<file path="config.mk">
export PLATFORM = sky130hd
export DESIGN_NAME = dut_router
export DESIGN_NICKNAME = d
export VERILOG_FILES = /design/src/rtl/dut_pkg.sv /design/src/rtl/rr_arbiter.sv /design/src/rtl/dut_router.sv
export SDC_FILE = /design/constraint.sdc
export NUM_CORES = 1
export LEC_CHECK = 0
export CORE_UTILIZATION = 43
export DETAILED_ROUTE_END_ITERATION = 6
export SYNTH_ARGS = -nofsm -noshare
export SYNTH_HDL_FRONTEND = slang
export SYNTH_SLANG_ARGS = --single-unit
</file>
<file path="constraint.sdc">
create_clock -name clk -period 6.25 [get_ports clk]
set_input_delay 1.25 -clock clk [delete_from_list [all_inputs] [get_ports clk]]
set_output_delay 1.25 -clock clk [all_outputs]
set_load 0.01 [all_outputs]
</file>
<file path="src/rtl/dut_pkg.sv">
// Shared constants, header layout and output-port state for the packet crossbar router.
package dut_pkg;
    localparam int NUM_PORTS = 4;
    localparam int DATA_W    = 8;
    localparam int DEST_MSB  = 7;
    localparam int DEST_LSB  = 6;
    localparam int LEN_MSB   = 5;
    localparam int LEN_LSB   = 0;
    localparam int DEST_W    = DEST_MSB - DEST_LSB + 1;
    localparam int LEN_W     = LEN_MSB - LEN_LSB + 1;
    localparam int CNT_W     = LEN_W + 1;

    typedef struct packed {
        logic [DEST_W-1:0] dest;
        logic [LEN_W-1:0]  len;
    } header_t;

    typedef enum logic {
        IDLE   = 1'b0,
        LOCKED = 1'b1
    } out_state_e;

    // Beats in a packet including its header; one extra bit so N=63 still fits.
    function automatic logic [CNT_W-1:0] packet_beats(input header_t hdr);
        return CNT_W'(hdr.len) + CNT_W'(1'b1);
    endfunction
endpackage

</file>
<file path="src/rtl/rr_arbiter.sv">
// Round-robin arbiter: one-hot grant to the first requester at or after ptr (wrapping).
module rr_arbiter #(
    parameter int N     = 4,
    parameter int PTR_W = 2
) (
    input  logic [N-1:0]     req,
    input  logic [PTR_W-1:0] ptr,
    output logic [N-1:0]     grant
);
    localparam int IDX_W = PTR_W + 1;

    logic             found_s;
    logic [IDX_W-1:0] idx_s;

    // Visit candidates in priority order ptr, ptr+1, ... and grant the first requester.
    always_comb begin
        grant   = '0;
        found_s = 1'b0;
        idx_s   = '0;
        for (int k = 0; k < N; k++) begin
            idx_s = {1'b0, ptr} + IDX_W'(k);
            if (idx_s >= IDX_W'(N)) begin
                idx_s = idx_s - IDX_W'(N);
            end else begin
                idx_s = idx_s;
            end
            for (int i = 0; i < N; i++) begin
                if (!found_s && req[i] && (idx_s == IDX_W'(i))) begin
                    grant[i] = 1'b1;
                    found_s  = 1'b1;
                end else begin
                    grant[i] = grant[i];
                end
            end
        end
    end
endmodule

</file>
<file path="src/rtl/dut_router.sv">
// Packet crossbar: each output locks to one input for a whole header+payload packet,
// arbitrating round-robin while idle, with a single output register per port.
module dut_router #(
    parameter int NUM_PORTS = dut_pkg::NUM_PORTS,
    parameter int DATA_W    = dut_pkg::DATA_W
) (
    input  logic                        clk,
    input  logic                        reset,
    input  logic [NUM_PORTS*DATA_W-1:0] in_data,
    input  logic [NUM_PORTS-1:0]        in_valid,
    output logic [NUM_PORTS-1:0]        in_ready,
    output logic [NUM_PORTS*DATA_W-1:0] out_data,
    output logic [NUM_PORTS-1:0]        out_valid,
    input  logic [NUM_PORTS-1:0]        out_ready
);
    import dut_pkg::*;

    localparam int PTR_W = (NUM_PORTS > 1) ? $clog2(NUM_PORTS) : 1;

    logic [DATA_W-1:0]    in_byte_s [NUM_PORTS];
    header_t              in_hdr_s  [NUM_PORTS];
    logic [NUM_PORTS-1:0] busy_s;
    logic [NUM_PORTS-1:0] req_s     [NUM_PORTS];
    logic [NUM_PORTS-1:0] gnt_s     [NUM_PORTS];
    logic [PTR_W-1:0]     gnt_idx_s [NUM_PORTS];
    logic [NUM_PORTS-1:0] slot_s;
    logic [NUM_PORTS-1:0] take_s;

    out_state_e           state_q [NUM_PORTS];
    out_state_e           state_d [NUM_PORTS];
    logic [PTR_W-1:0]     src_q   [NUM_PORTS];
    logic [PTR_W-1:0]     src_d   [NUM_PORTS];
    logic [PTR_W-1:0]     ptr_q   [NUM_PORTS];
    logic [PTR_W-1:0]     ptr_d   [NUM_PORTS];
    logic [CNT_W-1:0]     cnt_q   [NUM_PORTS];
    logic [CNT_W-1:0]     cnt_d   [NUM_PORTS];
    logic [DATA_W-1:0]    odata_q [NUM_PORTS];
    logic [DATA_W-1:0]    odata_d [NUM_PORTS];
    logic [NUM_PORTS-1:0] ovalid_q;
    logic [NUM_PORTS-1:0] ovalid_d;

    // Split the input bus and view each byte as a potential header.
    always_comb begin
        for (int i = 0; i < NUM_PORTS; i++) begin
            in_byte_s[i] = in_data[i*DATA_W +: DATA_W];
            in_hdr_s[i]  = header_t'(in_byte_s[i][DEST_MSB:LEN_LSB]);
        end
    end

    // A locked input is mid-packet, so its current byte is payload and must not request.
    always_comb begin
        busy_s = '0;
        for (int o = 0; o < NUM_PORTS; o++) begin
            for (int i = 0; i < NUM_PORTS; i++) begin
                busy_s[i] = busy_s[i] | ((state_q[o] == LOCKED) && (src_q[o] == PTR_W'(i)));
            end
        end
        for (int o = 0; o < NUM_PORTS; o++) begin
            for (int i = 0; i < NUM_PORTS; i++) begin
                req_s[o][i] = in_valid[i] & ~busy_s[i] & (in_hdr_s[i].dest == DEST_W'(o));
            end
        end
    end

    genvar g;
    generate
        for (g = 0; g < NUM_PORTS; g++) begin : g_arb
            rr_arbiter #(
                .N     (NUM_PORTS),
                .PTR_W (PTR_W)
            ) u_arb (
                .req   (req_s[g]),
                .ptr   (ptr_q[g]),
                .grant (gnt_s[g])
            );
        end
    endgenerate

    // Handshake: an output register has room when empty or being drained this cycle.
    always_comb begin
        in_ready = '0;
        for (int o = 0; o < NUM_PORTS; o++) begin
            slot_s[o]    = ~ovalid_q[o] | out_ready[o];
            take_s[o]    = (state_q[o] == LOCKED) & slot_s[o] & in_valid[src_q[o]];
            gnt_idx_s[o] = '0;
            for (int i = 0; i < NUM_PORTS; i++) begin
                if (gnt_s[o][i]) begin
                    gnt_idx_s[o] = PTR_W'(i);
                end else begin
                    gnt_idx_s[o] = gnt_idx_s[o];
                end
                in_ready[i] = in_ready[i] |
                              ((state_q[o] == LOCKED) & (src_q[o] == PTR_W'(i)) & slot_s[o]);
            end
        end
    end

    // Per-output lock FSM, beat counter, round-robin pointer and output register.
    always_comb begin
        for (int o = 0; o < NUM_PORTS; o++) begin
            state_d[o]  = state_q[o];
            src_d[o]    = src_q[o];
            ptr_d[o]    = ptr_q[o];
            cnt_d[o]    = cnt_q[o];
            odata_d[o]  = odata_q[o];
            ovalid_d[o] = ovalid_q[o];
            case (state_q[o])
                IDLE: begin
                    if (|req_s[o]) begin
                        state_d[o] = LOCKED;
                        src_d[o]   = gnt_idx_s[o];
                        cnt_d[o]   = packet_beats(in_hdr_s[gnt_idx_s[o]]);
                        ptr_d[o]   = (gnt_idx_s[o] == PTR_W'(NUM_PORTS - 1)) ?
                                     PTR_W'(0) : gnt_idx_s[o] + PTR_W'(1);
                    end else begin
                        state_d[o] = IDLE;
                    end
                end
                LOCKED: begin
                    if (take_s[o]) begin
                        cnt_d[o]   = cnt_q[o] - CNT_W'(1);
                        state_d[o] = (cnt_q[o] == CNT_W'(1)) ? IDLE : LOCKED;
                    end else begin
                        state_d[o] = LOCKED;
                    end
                end
                default: begin
                    state_d[o] = IDLE;
                end
            endcase
            if (take_s[o]) begin
                odata_d[o]  = in_byte_s[src_q[o]];
                ovalid_d[o] = 1'b1;
            end else if (out_ready[o]) begin
                ovalid_d[o] = 1'b0;
            end else begin
                ovalid_d[o] = ovalid_q[o];
            end
        end
    end

    // State registers; reset discards any packet in flight.
    always_ff @(posedge clk or negedge reset) begin
        if (!reset) begin
            for (int o = 0; o < NUM_PORTS; o++) begin
                state_q[o] <= IDLE;
                src_q[o]   <= '0;
                ptr_q[o]   <= '0;
                cnt_q[o]   <= '0;
                odata_q[o] <= '0;
            end
            ovalid_q <= '0;
        end else begin
            for (int o = 0; o < NUM_PORTS; o++) begin
                state_q[o] <= state_d[o];
                src_q[o]   <= src_d[o];
                ptr_q[o]   <= ptr_d[o];
                cnt_q[o]   <= cnt_d[o];
                odata_q[o] <= odata_d[o];
            end
            ovalid_q <= ovalid_d;
        end
    end

    // Pack the output registers onto the output bus.
    always_comb begin
        for (int o = 0; o < NUM_PORTS; o++) begin
            out_data[o*DATA_W +: DATA_W] = odata_q[o];
        end
        out_valid = ovalid_q;
    end
endmodule

</file>
; After elaboration in Yosys (flattened, before gate mapping)
; Cells that the tools add are included.
[word_totals]
reg_bits = 84
inputBits = 42
output_inout_bits = 40
wordCells = 736
[classes]
n_addsub = 40
order_cmp = 28
n_eq_ne = 88
muxes = 208
bitwise = 108
reduce_logical = 240
[op_table]
columns = operator, count
row1 = $logic_and A1 B1 Y1, 140
row2 = $mux W1, 136
row3 = $bmux W8 S2, 8
row4 = $eq A3 B2 Y1 const B, 32
row5 = $mux W8, 8
row6 = $and A1 B1 Y1, 60
row7 = $ge A3 B3 Y1 const B, 20
row8 = $logic_not A1 Y1, 60
row9 = $mux W7, 8
row10 = $pmux W7 S2, 4
row11 = $eq A3 B1 Y1 const B, 16
row12 = $logic_not A3 Y1, 16
row13 = $mux W3, 16
row14 = $mux W6, 8
row15 = $eq A2 B2 Y1 const B, 20
row16 = $sub A3 B3 Y3 const B, 12
row17 = $add A6 B1 Y7 const B, 4
row18 = $eq A7 B1 Y1 const B, 4
row19 = $or A1 B1 Y1, 28
row20 = $sub A7 B1 Y7 const B, 4
row21 = $add A2 B2 Y3 const B, 8
row22 = $mux W2, 12
row23 = $not A2 Y3, 8
row24 = $eq A2 B1 Y1 const B, 8
row25 = 13 further kinds, 72

; Longest topological paths before layout
[logic_depth]
depth_word = 78
ltp_mapped = 15
mapped_depth_nobuf = 12

; By module
; A second synthesis with hierarchy kept.
[hier_totals]
cells_unflattened = 775
area_unflattened_um2 = 7359.6
[modules_own_cells]
columns = module, instances, cells_per_inst, area_per_inst_um2, seq_area_each_um2
row1 = dut_router, 1, 707, 6959.2, 2102.0
row2 = rr_arbiter, 4, 17, 100.1, 0.0

; Least setup slack after synthesis
; OpenSTA, ideal clock, no wires.
[synth_path]
kind = input to register
from = in in_data[30]
to = reg cnt_q[9] in the netlist's numbering
setup_ns = 0.127
arrival_time_ns = 3.568
t_required_ns = 6.123
slack_ns = 2.555
stages = 10
path_buffers = 1
cell_sequence = or4_1 a22oi_1 o22ai_1 and2_1 buf_4 a221o_1 ha_1 xor2_1 a222oi_1 inv_1
[synth_via]
elab_chain_cells = 61
word_cells_on_any_way = 75
classes_between = add/sub: 1 / eq/ne: 2 / mux: 30 / bitwise: 2 / reduce/logical: 40
[synth_lines]
columns = item, line_no
row1 = start: declaration, dut_router.sv:9  ; input logic [NUM_PORTS*DATA_W-1:0] in_data,
row2 = $eq A2 B2 Y1 (*), dut_router.sv:60  ; req_s[o][i] = in_valid[i] & ~busy_s[i] & (in_hdr_s[i].dest == DEST_W'(o));
row3 = $and A1 B1 Y1 (*), dut_router.sv:60
row4 = $logic_and A1 B1 Y1 (2 in a row), rr_arbiter.sv:28  ; if (!found_s && req[i] && (idx_s == IDX_W'(i))) begin
row5 = $mux W1, rr_arbiter.sv:28
row6 = $logic_not A1 Y1, rr_arbiter.sv:28
row7 = $logic_and A1 B1 Y1 (2 in a row), rr_arbiter.sv:28
row8 = $mux W1, rr_arbiter.sv:28
row9 = $logic_not A1 Y1, rr_arbiter.sv:28
row10 = (+42 left out), n/a
row11 = $mux W1, rr_arbiter.sv:28
row12 = $mux W2, dut_router.sv:87  ; if (gnt_s[o][i]) begin
row13 = $not A2 Y3 (not written as such), dut_router.sv:112  ; cnt_d[o] = packet_beats(in_hdr_s[gnt_idx_s[o]]);
row14 = $bmux W8 S2, dut_router.sv:112
row15 = $mux W6 (not written as such) (2 in a row), dut_router.sv:112
row16 = $add A6 B1 Y7, dut_pkg.sv:25  ; return CNT_W'(hdr.len) + CNT_W'(1'b1);
row17 = $mux W7, dut_router.sv:109  ; if (|req_s[o]) begin
row18 = $pmux W7 S2, dut_router.sv:107  ; case (state_q[o])
row19 = end signal: indexed assignment, dut_router.sv:158  ; cnt_q[o] <= cnt_d[o];
row20 = end: declaration, dut_router.sv:35  ; logic [CNT_W-1:0] cnt_q [NUM_PORTS];
; Every way passes the cells marked *; elsewhere a longest branch is shown, timed or not. The select of a mux whose other input is x is not followed.
; A chain may end at the register's enable or synchronous reset.

; Final worst setup path
[layout_path]
from = in out_ready[1]
to = out in_ready[0]
[layout_via]
elab_chain_cells = 5
[layout_lines]
columns = item, line_no
row1 = start: declaration, dut_router.sv:14  ; input logic [NUM_PORTS-1:0] out_ready
row2 = $or A1 B1 Y1, dut_router.sv:83  ; slot_s[o] = ~ovalid_q[o] | out_ready[o];
row3 = $and A1 B1 Y1, dut_router.sv:93  ; ((state_q[o] == LOCKED) & (src_q[o] == PTR_W'(i)) & slot_s[o]);
row4 = $or A1 B1 Y1 (3 in a row), dut_router.sv:92  ; in_ready[i] = in_ready[i] |
row5 = end: declaration, dut_router.sv:11  ; output logic [NUM_PORTS-1:0] in_ready,
; Every way passes these cells.

==> metrics.yaml <==
run_status:
  status: "completed"
synthesis:
  ys_top_cells_by_count: "dfrtp_1, nand2_1, nor2_1, o21ai_0, mux2_2"
  yosysSeqAreaShare_pct: 29.9
  syn_area_per_cell_um2: 9.78
  syn-cell-area_um2: 7020
  yosys_warnings: 0
  synth_ff_type: "dfrtp_1"
  syn_nets: 772
  synth-edff-count: 0
  yosys.area.top_type: "dfrtp_1"
  yosysMostFrequentCell: "dfrtp_1"
  netlist.area_leader.share_pct: 29.9
  synth_cell_types: 85
  async_flop_share_pct: 100
  ys_seq_elements: 84
  synth_cells: 718
  ys_top_cells_by_area: "dfrtp_1, mux4_2, mux2_2"
worst_setup_path:
  r2r_end: "cnt_q[23]$_DFFE_PN0P_"
  rrSetupSlack_ns: 2.36
  worst-path-max-fanout: 3
  endpoint_kind: "output pin"
  critPathKind: "in -> out"
  r2r_start: "src_q[6]$_DFFE_PN0P_"
  start_kind: "input port"
  reg2reg_depth: 11
  worstPathRequired_ns: 5.00
  arrival_ns: 3.13
hold_path:
  holdPathStages: 1
  hold_path_end: "out_data[21]$_DFFE_PN0P_"
  min_from: "out_data[21]$_DFFE_PN0P_"
  hp-class: "reg -> reg"
power_and_ir_drop:
  p_total_w: 0.00375
  power.density_nw_per_um2: 458
  peakVddDrop_mv: 0.172
  power.leakage_nw: 3.09
drt:
  via_per_inst: 6.42
  top_layer: "met4"
  first_pass_iters: 6
  drt_iter0_markers: 523
  wl_met3_um: 2230
  vias: 6383
  wl_met2_um: 9710
  drcViolationCount: 0
  drt-total-wl_um: 22400
  wl_met1_um: 9780
  wl_per_cell_um: 22.5
  drtAntennaViolNets: 0
floorplanning:
  die_w_um: 130
  core_um2: 15900
  start_util_pct: 44.2
  rows: 46
  fp.dieH_um: 130
  pin_count: 82
  dieArea_um2: 16800
cts:
  clkTransAtPathRegs_ns: 0.06
  hold_buffers: 0
  cts_setup_buffers: 0
  clockBufferDepth: 2
  clockRootBuffer: "clkbuf_16"
  postCtsResizedCells: 0
  cts_buffers: 9
  tritoncts: "yes"
  clk_latency_ns: 0.35
  cts_sinks: 84
  cts_max_level: 3
global_route:
  antenna_found_initial: 0
  grt.overflow.total: 0
  grt_first_pass_wirelength_um: 34700
  grt_pass1_vias: 6062
  track_usage_pct: 27.8
  grt_max_degree: 54
layout:
  diodes: 0
  fill_cells: 1515
  drive_above_1_share_pct: 17.6
  finalNetCount: 828
  areaGrowthSynthToFinish_pct: 16.6
timing:
  rsz0062_at_grt: "no"
  fin_crit_ns: 4.38
  setup_tns_ns: 0
  finalSetupViolCount: 0
  max_freq_mhz: 229
  layout_setup_ws_ns: 1.87
  relSlewSlack_pct: 36.5
  slew_violations: 0
  hold_viol: 0
  finalClockSkew_ns: 0.00913
  fin_crit_sh_pct: 70.0
  tightest_slew_ns: 0.953
placed_design:
  port_buffers: 81
  routabilityCongestion: 0.935
  dp_slack_ns: 1.59
  hpwl_um: 15900
run:
  cap_viol_max_count: 0
==> registers in the layout, summed over array words and instances (netlist names) <==
signal,cells
state_q,4
out_data,32
cnt_q,28
out_valid,4
ptr_q,8
src_q,8
==> per-layer routing <==
layer / up-vias / global-route usage, %
met5: - / 0
met4: 0 / 10.7
met3: 47 / 7.34
met2: 326 / 41.5
met1: 3122 / 38.6
li1: 2888 / -
==> critical path, stage by stage <==
cell,delay (ns)
clkdlybuf4s50_1,0.38
nand2b_1,0.19
nand2_1,0.12
nor3_1,0.07
or4_1,0.59
clkdlybuf4s50_1,0.51
==> cell families (layout without fill, tap and decap cells) <==
| family | count (synthesis) | after routing | synth area share, % |
|---|---|---|---|
| adders and majority gates | 12 | 12 | 2.14 |
| buffers and inverters | 68 | 129 | 4.85 |
| AOI/OAI and AO/OA | 197 | 197 | 21.2 |
| xor gates and xnor gates | 13 | 13 | 1.62 |
| muxes | 90 | 90 | 20.1 |
| DFF | 84 | 84 | 29.9 |
| and+or+nand+nor | 254 | 254 | 20.1 |
==> placed cells by master (no fill, tap or decap), types with 5 or more instances in the layout <==
cell type and n:
inv_1 27, dfrtp_1 84, mux2_2 35, or3_1 7
a21oi_2 5, clkbuf_16 9, buf_4 6, a31oi_1 5
nand3b_1 9, and2_1 11, clkdlybuf4s50_1 80, nor4_1 8
nand3_1 28, a22oi_1 20, mux4_2 33, a21o_1 17
xnor2_1 9, nor3b_1 7, nand2b_1 6, o21ai_0 37
a21oi_1 34, nor2_1 44, a221oi_1 7, ha_1 12
nand3_2 6, mux2i_1 18, nor3_1 25, a22o_1 5
nand2_1 67
==> stage by stage <==
| stage | cell area [um2] | hold slack, ns | cells | util [%] |
|---|---|---|---|---|
| after floorplan | 7020 | 0.487 | 718 | - |
| after global placement | 7900 | 0.492 | 979 | 49.7 |
| after detailed placement | 7900 | 0.494 | 979 | 49.7 |
| after CTS | 8190 | 0.507 | 995 | 51.5 |
| after global routing | 8190 | 0.530 | 995 | 51.5 |
| final | 8190 | 0.504 | 995 | 51.5 |
==> power by group <==
group          total, W  leakage (nW)  internal (W)  switching, W
Clock          0.000535         0.138      0.000302      0.000233
Combinational   0.00204          1.99       0.00105      0.000995
Sequential      0.00117         0.964      0.000802      0.000370
Total           0.00375          3.09       0.00215       0.00160
==> worst max-delay path by stage <==
stage / slack (ns) / cells after the start / endpoint / start
after floorplan: 2.56 / 10 / cnt_q[9]$_DFFE_PN0P_ / in_data[30]
after global placement: 1.69 / 11 / cnt_q[18]$_DFFE_PN0P_ / in_data[7]
after detailed placement: 1.59 / 11 / cnt_q[18]$_DFFE_PN0P_ / in_data[7]
after CTS: 1.88 / 6 / in_ready[0] / out_ready[1]
after global routing: 1.61 / 12 / cnt_q[6]$_DFFE_PN0P_ / in_data[7]
final: 1.87 / 6 / in_ready[0] / out_ready[1]
==> final cells by class <==
type	count	area [um2]	share of cell area [%]
flip-flops and latches	84	2100	25.7
clock buffers	13	270	3.30
clock inverters	3	20.0	0.245
repair buffers	86	846	10.3
inverters	27	101	1.24
well taps	216	270	3.30
multi-input cells	566	4580	55.9
Note: power is estimated with default switching activity, not from simulation.
